## config.mk

```make
export PLATFORM = sky130hd
export DESIGN_NAME = parallax_layer_gen_flat
export DESIGN_NICKNAME = d
export VERILOG_FILES = /design/src/rtl/parallax_layer_if.sv /design/src/rtl/parallax_layer_gen.sv /design/src/flat_wrapper.sv
export SDC_FILE = /design/constraint.sdc
export NUM_CORES = 1
export LEC_CHECK = 0
export ABC_AREA = 1
export CORE_MARGIN = 8
export CORE_UTILIZATION = 60
export DETAILED_ROUTE_END_ITERATION = 10
export MAX_ROUTING_LAYER = met4
export PLACE_DENSITY = 0.73
export REMOVE_ABC_BUFFERS = 1
export SLEW_MARGIN = 5
export SYNTH_ARGS = -nofsm -noshare
export SYNTH_HDL_FRONTEND = slang
export SYNTH_SLANG_ARGS = --single-unit
export TNS_END_PERCENT = 10
```

## constraint.sdc

```tcl
create_clock -name clk -period 2.2 [get_ports clk]
set_clock_uncertainty 0.2 [all_clocks]
set_input_delay 0.66 -clock clk [delete_from_list [all_inputs] [get_ports clk]]
set_output_delay 0.66 -clock clk [all_outputs]
set_load 0.005 [all_outputs]
```

## src/rtl/parallax_layer_if.sv

```systemverilog
// Sync-generator strobes into the skyline generator and per-layer pixel flags out to the palette.
interface parallax_layer_if #(
    parameter int NUM_LAYERS = 4
);
    localparam int TL_W = (NUM_LAYERS > 1) ? $clog2(NUM_LAYERS) : 1;

    logic                  visible;
    logic                  line_end;
    logic                  frame_end;
    logic                  scroll_en;
    logic [NUM_LAYERS-1:0] hit;
    logic [TL_W-1:0]       top_layer;
    logic                  any_hit;
    logic                  edge_pix;

    modport master (
        output visible, line_end, frame_end, scroll_en,
        input  hit, top_layer, any_hit, edge_pix
    );

    modport slave (
        input  visible, line_end, frame_end, scroll_en,
        output hit, top_layer, any_hit, edge_pix
    );
endinterface

```

## src/rtl/parallax_layer_gen.sv

```systemverilog
// N-layer parallax skyline generator: per-layer LFSR column heights against a rising row cutoff.
// Define PARALLAX_EDGE_EN to build the layer-0 outline output (edge_pix); otherwise it is tied low.
module parallax_layer_gen #(
    parameter int                NUM_LAYERS = 4,
    parameter int                LFSR_W     = 9,
    parameter logic [LFSR_W-1:0] TAPS       = 9'h110,
    parameter int                HBITS      = 4,
    parameter int                COLW_LOG2  = 4,
    parameter int                ROWH_LOG2  = 4,
    parameter int                TOP_ROW    = 112,
    parameter int                ROW_OFF    = 64
) (
    input logic             clk,
    input logic             rst_n,
    parallax_layer_if.slave bus
);
    localparam int TL_W   = (NUM_LAYERS > 1) ? $clog2(NUM_LAYERS) : 1;
    localparam int LINE_W = 10;
    localparam logic [HBITS:0] CUT_MAX = {1'b1, {HBITS{1'b0}}};

    function automatic logic [LFSR_W-1:0] lfsr_step(input logic [LFSR_W-1:0] v);
        return {v[LFSR_W-2:0], ^(v & TAPS)};
    endfunction

    logic [LINE_W-1:0]     line_cnt;
    logic [LINE_W-1:0]     line_nx;
    logic [NUM_LAYERS-1:0] hit_nx;
    logic [TL_W-1:0]       top_nx;
    logic                  edge_nx;
`ifdef PARALLAX_EDGE_EN
    logic                  col0_lt2;
`endif

    assign line_nx = line_cnt + 1'b1;

    for (genvar i = 0; i < NUM_LAYERS; i++) begin : g_layer
        localparam int CW = COLW_LOG2 - i;
        localparam int RH = ROWH_LOG2 - i;
        localparam logic [LINE_W-1:0] START     = LINE_W'(TOP_ROW + i * ROW_OFF);
        localparam logic [LINE_W-1:0] STEP_MASK = LINE_W'((1 << RH) - 1);

        logic [LFSR_W-1:0] lfsr;
        logic [LFSR_W-1:0] base;
        logic [CW-1:0]     col_cnt;
        logic [CW-1:0]     col_base;
        logic [HBITS:0]    cutoff;
        logic [LINE_W-1:0] row_ofs;
        logic              row_hit;
        logic              div_wrap;

        // cutoff is advanced at the line_end that enters the next line, so it is ready for its first pixel
        assign row_ofs   = line_nx - START;
        assign row_hit   = (line_nx >= START) && ((row_ofs & STEP_MASK) == '0);
        assign hit_nx[i] = bus.visible && ({1'b0, lfsr[HBITS-1:0]} < cutoff);

`ifdef PARALLAX_EDGE_EN
        if (i == 0) begin : g_col0
            assign col0_lt2 = ({1'b0, col_cnt} < (CW+1)'(2));
        end
`endif

        if (i == 0) begin : g_div
            assign div_wrap = 1'b1;
        end else begin : g_div
            logic [i-1:0] div;
            always_ff @(posedge clk) begin
                if (!rst_n) begin
                    div <= '0;
                end else if (bus.frame_end && bus.scroll_en) begin
                    div <= div + 1'b1;
                end
            end
            assign div_wrap = &div;
        end

        always_ff @(posedge clk) begin
            if (!rst_n) begin
                lfsr     <= '1;
                base     <= '1;
                col_cnt  <= '1;
                col_base <= '1;
                cutoff   <= '0;
            end else begin
                if (bus.line_end) begin
                    lfsr    <= base;
                    col_cnt <= col_base;
                end else if (bus.visible) begin
                    col_cnt <= col_cnt + 1'b1;
                    if (col_cnt == '0) begin
                        lfsr <= lfsr_step(lfsr);
                    end
                end

                if (bus.frame_end) begin
                    cutoff <= '0;
                    if (bus.scroll_en && div_wrap) begin
                        col_base <= col_base + 1'b1;
                        if (col_base == '0) begin
                            base <= lfsr_step(base);
                        end
                    end
                end else if (bus.line_end && row_hit && (cutoff != CUT_MAX)) begin
                    cutoff <= cutoff + 1'b1;
                end
            end
        end
    end

    always_comb begin
        top_nx = '0;
        for (int i = NUM_LAYERS - 1; i >= 0; i--) begin
            if (hit_nx[i]) begin
                top_nx = TL_W'(i);
            end
        end
    end

`ifdef PARALLAX_EDGE_EN
    localparam logic [LINE_W-1:0] START0 = LINE_W'(TOP_ROW);
    localparam logic [LINE_W-1:0] MASK0  = LINE_W'((1 << ROWH_LOG2) - 1);
    logic [LINE_W-1:0] row0_pos;
    logic              row0_border;

    // hit_nx[0] already implies the line is inside the layer-0 ramp, so the wrap below start is harmless
    assign row0_pos    = (line_cnt - START0) & MASK0;
    assign row0_border = (row0_pos == '0) || (row0_pos == MASK0);
    assign edge_nx     = hit_nx[0] && (col0_lt2 || row0_border);
`else
    assign edge_nx = 1'b0;
`endif

    always_ff @(posedge clk) begin
        if (!rst_n) begin
            line_cnt      <= '0;
            bus.hit       <= '0;
            bus.top_layer <= '0;
            bus.any_hit   <= 1'b0;
            bus.edge_pix  <= 1'b0;
        end else begin
            if (bus.frame_end) begin
                line_cnt <= '0;
            end else if (bus.line_end) begin
                line_cnt <= line_nx;
            end
            bus.hit       <= hit_nx;
            bus.top_layer <= top_nx;
            bus.any_hit   <= |hit_nx;
            bus.edge_pix  <= edge_nx;
        end
    end
endmodule

```

## src/flat_wrapper.sv

```systemverilog
// flat-port wrapper written by rule: the top's interface ports become plain ports
module parallax_layer_gen_flat 
#(
    parameter int                NUM_LAYERS = 4,
    parameter int                LFSR_W     = 9,
    parameter logic [LFSR_W-1:0] TAPS       = 9'h110,
    parameter int                HBITS      = 4,
    parameter int                COLW_LOG2  = 4,
    parameter int                ROWH_LOG2  = 4,
    parameter int                TOP_ROW    = 112,
    parameter int                ROW_OFF    = 64
)
  (clk, rst_n, bus_visible, bus_line_end, bus_frame_end, bus_scroll_en, bus_hit, bus_top_layer, bus_any_hit, bus_edge_pix);
  parallax_layer_if #(.NUM_LAYERS(NUM_LAYERS)) bus_i ();
  input logic clk;
  input logic rst_n;
  input wire logic [$bits(bus_i.visible)-1:0] bus_visible;
  input wire logic [$bits(bus_i.line_end)-1:0] bus_line_end;
  input wire logic [$bits(bus_i.frame_end)-1:0] bus_frame_end;
  input wire logic [$bits(bus_i.scroll_en)-1:0] bus_scroll_en;
  output wire logic [$bits(bus_i.hit)-1:0] bus_hit;
  output wire logic [$bits(bus_i.top_layer)-1:0] bus_top_layer;
  output wire logic [$bits(bus_i.any_hit)-1:0] bus_any_hit;
  output wire logic [$bits(bus_i.edge_pix)-1:0] bus_edge_pix;
  assign bus_i.visible = bus_visible;
  assign bus_i.line_end = bus_line_end;
  assign bus_i.frame_end = bus_frame_end;
  assign bus_i.scroll_en = bus_scroll_en;
  assign bus_hit = bus_i.hit;
  assign bus_top_layer = bus_i.top_layer;
  assign bus_any_hit = bus_i.any_hit;
  assign bus_edge_pix = bus_i.edge_pix;
  parallax_layer_gen #(.NUM_LAYERS(NUM_LAYERS), .LFSR_W(LFSR_W), .TAPS(TAPS), .HBITS(HBITS), .COLW_LOG2(COLW_LOG2), .ROWH_LOG2(ROWH_LOG2), .TOP_ROW(TOP_ROW), .ROW_OFF(ROW_OFF)) u_core (.clk(clk), .rst_n(rst_n), .bus(bus_i));
endmodule
```

==> flow_summary.yaml <==
routing:
  highest-signal-layer: "met4"
  route.vias.total: 5593
  drt-initial-drc-count: 394
  drt-met1-wl_um: 6570
  drcViolationCount: 0
  viasPerCell: 5.47
  wl_met2_um: 6920
  routedWlPerCell_um: 14.0
  ant_nets: 0
  dr.pass1.iters: 6
  routed_wl_um: 14300
  wl_met3_um: 594
flow_run:
  maxCapViolCount: 0
sta:
  setup_viol_count_final: 0
  timing.final.ws_setup_ns: 0.146
  worst_slew_pin_slew_ns: 0.782
  maxSlewViolCount: 0
  hold_viol: 0
  period_needed_ns: 2.05
  rsz0062_at_grt: "true"
  fin_crit_sh_pct: 93.4
  slew_headroom_pct: 47.9
  clock.fmax_mhz: 487
die:
  start_util_pct: 62.0
  die_h_um: 120
  core_um2: 10400
  core.rowCount: 37
  io_pins: 14
  dieArea_um2: 14300
  die_w_um: 120
synth:
  ys_seq_elements: 135
  ys_types: 42
  synth_seq_area_share_pct: 42.0
  synth_top_area_share_pct: 42.0
  ys_warn_count: 0
  netlist_area_um2: 6430
  synth_area_per_cell_um2: 7.72
  synth_compound_area_share_pct: 12.8
  yosys.area_share.simple_pct: 28.5
  synth_xor_area_share_pct: 3.68
  synth_top_family_by_area: "simple AND/OR/NAND/NOR gates"
  synthAdderAreaFrac_pct: 6.81
  synth_area_leaders: "dfxtp_1 (42%), nand2_1 (12%), nand3_1 (6.9%)"
  muxShareOfSynthArea_pct: 0.156
  syn_inst: 833
  synth_top_cell_by_area: "dfxtp_1"
final_layout:
  drive_gt1_share_pct: 13.9
  antenna_cells: 0
  ff_latch_area_um2: 2700
  final_area_um2: 7590
  fillers: 800
  finish.utilization_pct: 73.2
  final_net_count: 915
  multi_input_area_um2: 3350
  final_cells: 1023
  area_growth_pct: 18.1
grt:
  grt_pass1_vias: 5352
  grt_first_pass_wirelength_um: 24500
  grt-ovfl-total: 0
  grt_antenna_before_repair: 0
  gr-usage-all-layers_pct: 21.1
  grt_max_degree: 62
critical_path:
  max_stage_delay_ns: 0.36
  critPathCaptureType: "register"
  cpMostUsedCell: "nand2_2"
  critPathKind: "reg -> reg"
  cp_max_fo: 7
  crit_buf_inv: 1
  crit_chain: "ha_2, nand2_2, nor2_4, nand2_2, nand2_2, nand2_4, nor2_8, nand3_4, nand2_4, inv_1, nor2_1, nor2_1"
  cp.required_ns: 2.42
  cp_slowest_cell: "dfxtp_2"
  arrival_ns: 2.27
  critPathLaunchType: "register"
  cp_top_family: "simple AND/OR/NAND/NOR gates"
pwr:
  p_leak_nw: 3.46
  power_density_nw_per_um2: 806
  peakVddDrop_mv: 0.574
clocking:
  holdBufCountCts: 0
  root_buffer: "clkbuf_8"
  numCtsBuffers: 17
  post_cts_buffers: 0
  path_clk_slew_ns: 0.06
  cts_tree: "done"
  clk_path_buf_depth: 2
  cts_sinks: 135
  clock_latency_ns: 0.53
  htree_levels: 4
min_path:
  hold_class: "reg -> reg"
placement:
  dpl_cell_area_um2: 6940
  dpl.hpwl_um: 9980
  dp_cells: 991
  routabilityCongestion: 0.852
  dp_slack_ns: -0.287
  numPortBuffers: 12
run_status:
  status: "finished, final reports clean"
placed cells by master (no fill, tap or decap), drive strengths merged, types with 7 or more instances in the layout:
| cell | synthesis | routed |
|---|---|---|
| a21oi | 64 | 64 |
| buf | 9 | 42 |
| clkbuf | 21 | 25 |
| dfxtp | 135 | 135 |
| ha | 35 | 35 |
| inv | 69 | 69 |
| nand2 | 220 | 220 |
| nand3 | 93 | 93 |
| nor2 | 74 | 74 |
| nor3 | 7 | 7 |
| o211ai | 16 | 16 |
| o21ai | 28 | 28 |
| o311ai | 14 | 14 |
| xnor2 | 9 | 9 |
| xor2 | 18 | 18 |
final cells by class:
cell class              count  area share (%)
multi-input cells         598            44.1
well taps                 136            2.24
clock inverters             7            2.14
flip-flops and latches    135            35.6
clock buffers              25            6.51
inverters                  70            3.46
repair buffers             52            6.00
through the flow:
stage          total power [mW]  hold slack [ns]  setup TNS [ns]
2_1_floorplan              2.86            0.229           -6.56
3_3_place_gp               3.02            0.241           -6.54
3_5_place_dp               3.05            0.248           -9.24
4_1_cts                    6.15            0.263               0
5_1_grt                    6.33            0.284         -0.0269
6_report                   6.12            0.265               0
per-layer routing:
layer,vias to the layer above,track usage (%)
met5,-,-
met4,0,7.57
met3,28,4.45
met2,103,34.4
met1,2620,25.2
li1,2842,-
cells in the mapped netlist:
cell / n
nor2_2: 5
xor2_1: 18
a21oi_4: 1
o211ai_1: 16
nor2_1: 66
nand3_1: 89
nor4_2: 1
nor2_8: 1
a21oi_2: 4
a221oi_1: 2
o31ai_1: 1
nor3_2: 2
buf_1: 3
buf_4: 1
nand2_1: 200
clkbuf_1: 21
nand2_4: 7
inv_1: 62
nand3_4: 2
o21bai_1: 1
ha_1: 35
xnor2_1: 9
nand3b_1: 1
dfxtp_1: 135
o311ai_0: 14
nand3_2: 2
mux2i_1: 1
o21ai_1: 3
o21ai_0: 25
clkinv_1: 1
a41oi_1: 1
conb_1: 1
nor3_1: 5
buf_2: 5
nand4_1: 2
nor2_4: 2
nand2b_1: 1
a21oi_1: 59
or2_2: 2
o2111ai_1: 6
nand2_2: 13
inv_2: 7
registers in the layout, indices dropped and copies added, names as in the netlist:
name / cells
u_core.g_layer.cutoff: 20
u_core.g_layer.base: 36
u_core.g_layer.col_cnt: 10
u_core.g_layer.div_wrap: 1
u_core.line_cnt: 10
u_core.bus.any_hit: 1
u_core.bus.top_layer: 2
u_core.bus.hit: 4
u_core.g_layer.lfsr: 36
u_core.g_layer.g_div.div: 5
u_core.g_layer.col_base: 10
logic make-up after synthesis:
kind of cell,Yosys count
xor gates and xnor gates,27
adders and majority gates,35
muxes,1
DFF,135
buffers and inverters,100
other,1
and+or+nand+nor,401
AOI/OAI and AO/OA,133
worst paths after layout:
kind                                   from  slack (ns)                          end  depth (start not counted)
setup reg to reg         u_core.line_cnt[1]        0.15  u_core.g_layer[0].cutoff[1]                         12
hold reg to reg   u_core.g_layer[2].lfsr[6]        0.26    u_core.g_layer[2].lfsr[6]                          2
setup / recovery         u_core.line_cnt[1]        0.15  u_core.g_layer[0].cutoff[1]                         12
hold / removal    u_core.g_layer[2].lfsr[6]        0.26    u_core.g_layer[2].lfsr[6]                          2
repair_timing:
item / 4_1_cts / 5_1_grt
setup endpoints to repair: 6 / 16
cloned: 0 / 0
resized for setup: 6 / 4
where the power goes:
| part | switching, mW | internal [mW] | total (mW) |
|---|---|---|---|
| Sequential | 0.0617 | 2.52 | 2.59 |
| Clock | 1.02 | 2.11 | 3.12 |
| Combinational | 0.245 | 0.166 | 0.411 |
worst register-to-register path, stage by stage (launching register included):
cell	delay, ns
dfxtp_2	0.36
ha_2	0.21
nand2_2	0.08
nor2_4	0.20
nand2_2	0.10
nand2_2	0.09
nand2_4	0.07
nor2_8	0.20
nand3_4	0.13
nand2_4	0.11
inv_1	0.06
nor2_1	0.08
nor2_1	0.05
Note: power is estimated with default switching activity, not from simulation.
==> patch 1 (same flow settings) <==
Make the reset (`rst_n`) asynchronous in 3 clocked blocks.
--- a/src/rtl/parallax_layer_gen.sv
+++ b/src/rtl/parallax_layer_gen.sv
@@ -63,7 +63,7 @@
             assign div_wrap = 1'b1;
         end else begin : g_div
             logic [i-1:0] div;
-            always_ff @(posedge clk) begin
+            always_ff @(posedge clk or negedge rst_n) begin
                 if (!rst_n) begin
                     div <= '0;
                 end else if (bus.frame_end && bus.scroll_en) begin
@@ -73,7 +73,7 @@
             assign div_wrap = &div;
         end
 
-        always_ff @(posedge clk) begin
+        always_ff @(posedge clk or negedge rst_n) begin
             if (!rst_n) begin
                 lfsr     <= '1;
                 base     <= '1;
@@ -129,7 +129,7 @@
     assign edge_nx = 1'b0;
 `endif
 
-    always_ff @(posedge clk) begin
+    always_ff @(posedge clk or negedge rst_n) begin
         if (!rst_n) begin
             line_cnt      <= '0;
             bus.hit       <= '0;
Function: same outputs for any inputs over 4 cycles, from zero or initial values and one cycle with rst_n low; that may be too few to reach the edited logic, so the function may still have changed.
==> patch 1 against the original RTL <==
Sequential cell count is the same; non-clock buffer count up 12; worst hold slack better by 8.5 ps; area after synthesis rose by 9.2%; largest cell class is now registers; setup slack got worse by 62 ps; final area increased by 8.1%; utilization fell by 1.3 points; final cell count fell by 0.29%; routed wire length is 4.7% higher.
Power is not compared: it rests on default switching activity, and its combinational part moved more than twofold at a synthesized area within 25%.
==> patch 1: results <==
set metrics [dict create \
    critPathTopFamily "buffers and inverters" \
    ir_drop_mv 0.851 \
    drive_above_1_share 0.229 \
    worstSetupEndpoint "bus_hit[2]" \
    regToRegStartpoint "u_core.g_layer[1].cutoff[2]" \
    htree_levels 4 \
    antenna_found_initial 0 \
    firstDrtPassIters 8 \
    whs_path_depth 2 \
    nNetsFinal 905 \
    seq_area_frac_synth 0.498 \
    yosysWarnings 0 \
    clock_path_buffers 2 \
    cpMaxStageDelayCell "clkdlybuf4s50_1" \
    cts_setup_buffers 0 \
    cpPeakStageDelay_ps 500 \
    antennaDiodeCount 0 \
    drtIter0Drc 416 \
    hpwl_um 10800 \
    root_buffer "clkbuf_16" \
    hold-path-endpoint "u_core.g_layer[0].base[6]" \
    insertion_delay_ps 430 \
    clk_pin_slew_ps 60 \
    vias_per_cell 5.46 \
    synth_area_leaders "dfstp_2, dfrtp_1, nand2_1, ha_1, inv_1" \
    rr_worst_depth 9 \
    numCtsBuffers 17 \
    hp-start "u_core.g_layer[0].base[5]" \
    status "completed" \
    ctsResizeCount 0 \
    hold_path.class "reg2reg" \
    reg_top3 "u_core.g_layer.base (36), u_core.g_layer.lfsr (36), u_core.g_layer.cutoff (20)" \
    finalWirelength_um 15000 \
    grt_usage 0.217 \
    async_reset_ff_frac 1.00 \
    io_buffers 12 \
    gp_congestion 0.854 \
    ctsHoldBuffers 1 \
    grt_max_degree 85 \
    synthDistinctLibCells 38 \
    startpoint "u_core.bus.hit[2]" \
    grt_pass1_wl_um 25400 \
    reg2reg_slack_ps 150 \
    grt_pass1_vias 5467 \
    synth_common_cells "nand2_1, dfstp_2, inv_1" \
    power.leakage_nw 3.87 \
    arrival_ps 1260 \
    timing.rr.end "u_core.bus.top_layer[1]" \
    path_max_fanout 1 \
]
[patch 1: cell types whose count changed after synthesis, moves of 26 or more]
cell | before | now
o21ai_0 | 25 | 57
inv_1 | 62 | 92
dfxtp_1 | 135 | 0
dfstp_2 | 0 | 92
a21oi_1 | 59 | 18
nand3_1 | 89 | 63
dfrtp_1 | 0 | 43
[patch 1: cells by family (layout without fill, tap and decap cells)]
kind of cell	count (synthesis)	count (layout)	share of synthesized area
other	1	1	0.000534
flip-flops	135	135	0.498
buffers and inverters	118	191	0.0683
adder cells (fa/ha/maj)	35	35	0.0624
AO/OA/AOI/OAI	123	123	0.104
AND/OR/NAND/NOR	361	361	0.228
XOR/XNOR	31	31	0.0387
[patch 1: stage by stage]
stage	area [µm²]	cells	setup WS [ps]	hold WS [ps]
2_1_floorplan	6900	781	-64.4	164
5_1_grt	8210	1020	28.3	284
3_3_place_gp	7640	987	-108	260
3_5_place_dp	7640	987	-189	269
4_1_cts	8210	1020	53.0	278
6_report	8210	1020	84.1	274
[patch 1: where the power goes]
group          total [W]  switching, W  internal [W]
clock network    0.00268       0.00109       0.00159
registers        0.00423      0.000544       0.00368
logic            0.00200       0.00110      0.000898
[patch 1: layout make-up]
type / instances / area [µm²]
sequential: 135 / 3490
fill: 862 / 3210
multi-input combinational: 551 / 3050
timing repair buffer: 64 / 573
clock buffer: 23 / 498
inverter: 95 / 357
tap: 143 / 179
clock inverter: 9 / 65.1
[patch 1: layer usage]
| metal | up-vias | track usage | wire length (µm) |
|---|---|---|---|
| li1 | 2768 | - | - |
| met1 | 2668 | 0.261 | 6670 |
| met2 | 117 | 0.348 | 7530 |
| met3 | 17 | 0.0567 | 623 |
| met4 | 0 | 0.0736 | 200 |
| met5 | - | - | 0 |
==> patch 2 (same flow settings) <==
Made on the original files. `LFSR_W` is set to 9 in 2 places; all go to 13.
--- a/src/rtl/parallax_layer_gen.sv
+++ b/src/rtl/parallax_layer_gen.sv
@@ -2,7 +2,7 @@
 // Define PARALLAX_EDGE_EN to build the layer-0 outline output (edge_pix); otherwise it is tied low.
 module parallax_layer_gen #(
     parameter int                NUM_LAYERS = 4,
-    parameter int                LFSR_W     = 9,
+    parameter int                LFSR_W     = 13,
     parameter logic [LFSR_W-1:0] TAPS       = 9'h110,
     parameter int                HBITS      = 4,
     parameter int                COLW_LOG2  = 4,
--- a/src/flat_wrapper.sv
+++ b/src/flat_wrapper.sv
@@ -2,7 +2,7 @@
 module parallax_layer_gen_flat 
 #(
     parameter int                NUM_LAYERS = 4,
-    parameter int                LFSR_W     = 9,
+    parameter int                LFSR_W     = 13,
     parameter logic [LFSR_W-1:0] TAPS       = 9'h110,
     parameter int                HBITS      = 4,
     parameter int                COLW_LOG2  = 4,
Check against the original RTL: no difference found for any inputs over 4 cycles, from zero or initial values and one cycle with rst_n low; that may be too few to reach the edited logic, so the function may still have changed.
==> patch 2 against the original RTL <==
Die area decreased by 0.96%; routed wire length decreased by 3.2%; sequential share of layout area up 1.0 points; area after synthesis down 1.1%; final cell count decreased by 0.88%; sequential cell count did not move; worst hold slack worse by 10 ps; synthesized cell count down 0.48%; setup slack improved by 35 ps; first-iteration DRC count rose by 60%; final area down 2.8%; highest routed layer unchanged; power down 7.6%.
==> patch 2: results <==
set metrics [dict create \
    status "completed" \
    hold_path.class "in2reg" \
    signal_buffers 47 \
    synth_common_cells "nand2_1, dfxtp_1, nand3_1" \
    seq_area_frac_synth 0.425 \
    design.seq.count 135 \
    n_clock_buffer 22 \
    arrival_ps 2250 \
    nonClkBufAreaFrac 0.0561 \
    filler_cell_count 818 \
    met2_length_um 6640 \
    hpwl_um 9660 \
    cpMaxStageDelayCell "dfxtp_1" \
    gp_congestion 0.829 \
    ir_drop_mv 0.547 \
    avgRoutedWirePerCell_um 13.7 \
    switching_share 0.240 \
    power.leakage_nw 3.31 \
    cpPeakStageDelay_ps 430 \
    multi_input_area_share 0.441 \
    firstDrtPassIters 5 \
    synthDistinctLibCells 41 \
    p_seq_frac 0.457 \
    ctsResizeCount 7 \
    use_met1 0.244 \
    met2_usage 0.339 \
    nNetsFinal 906 \
    clk_share 0.0769 \
    inverters_excl_clock 72 \
    path_max_fanout 6 \
    avgSynthCellArea_um2 7.67 \
    wl_met1_um 6430 \
    multi_input_cells 592 \
    core_um2 10300 \
    use_met3 0.0553 \
    grt_pass1_vias 5301 \
]
-- patch 2: logic make-up after synthesis --
logic type	count (synthesis)	share of synthesized area
AND/OR/NAND/NOR	393	0.276
AO/OA/AOI/OAI	137	0.132
flip-flops	135	0.425
buffers and inverters	102	0.0622
adder cells (fa/ha/maj)	35	0.0689
XOR/XNOR	26	0.0358
other	1	0.000590
-- patch 2: worst paths after layout --
path | start | to | slack (ps) | cells after the start
max | u_core.line_cnt[1] | u_core.g_layer[3].cutoff[0] | 180 | 12
min | bus_line_end | u_core.line_cnt[1] | 250 | 3
max reg2reg | u_core.line_cnt[1] | u_core.g_layer[3].cutoff[0] | 180 | 12
min reg2reg | u_core.g_layer[2].lfsr[7] | u_core.g_layer[2].lfsr[7] | 260 | 2
-- patch 2: worst register-to-register path: cells and delay by family (launching register included) --
family                   cells  cell delay (ps)
AO/OA/AOI/OAI                1              180
adder cells (fa/ha/maj)      1              210
buffers and inverters        2              170
flip-flops                   1              430
AND/OR/NAND/NOR              8              730
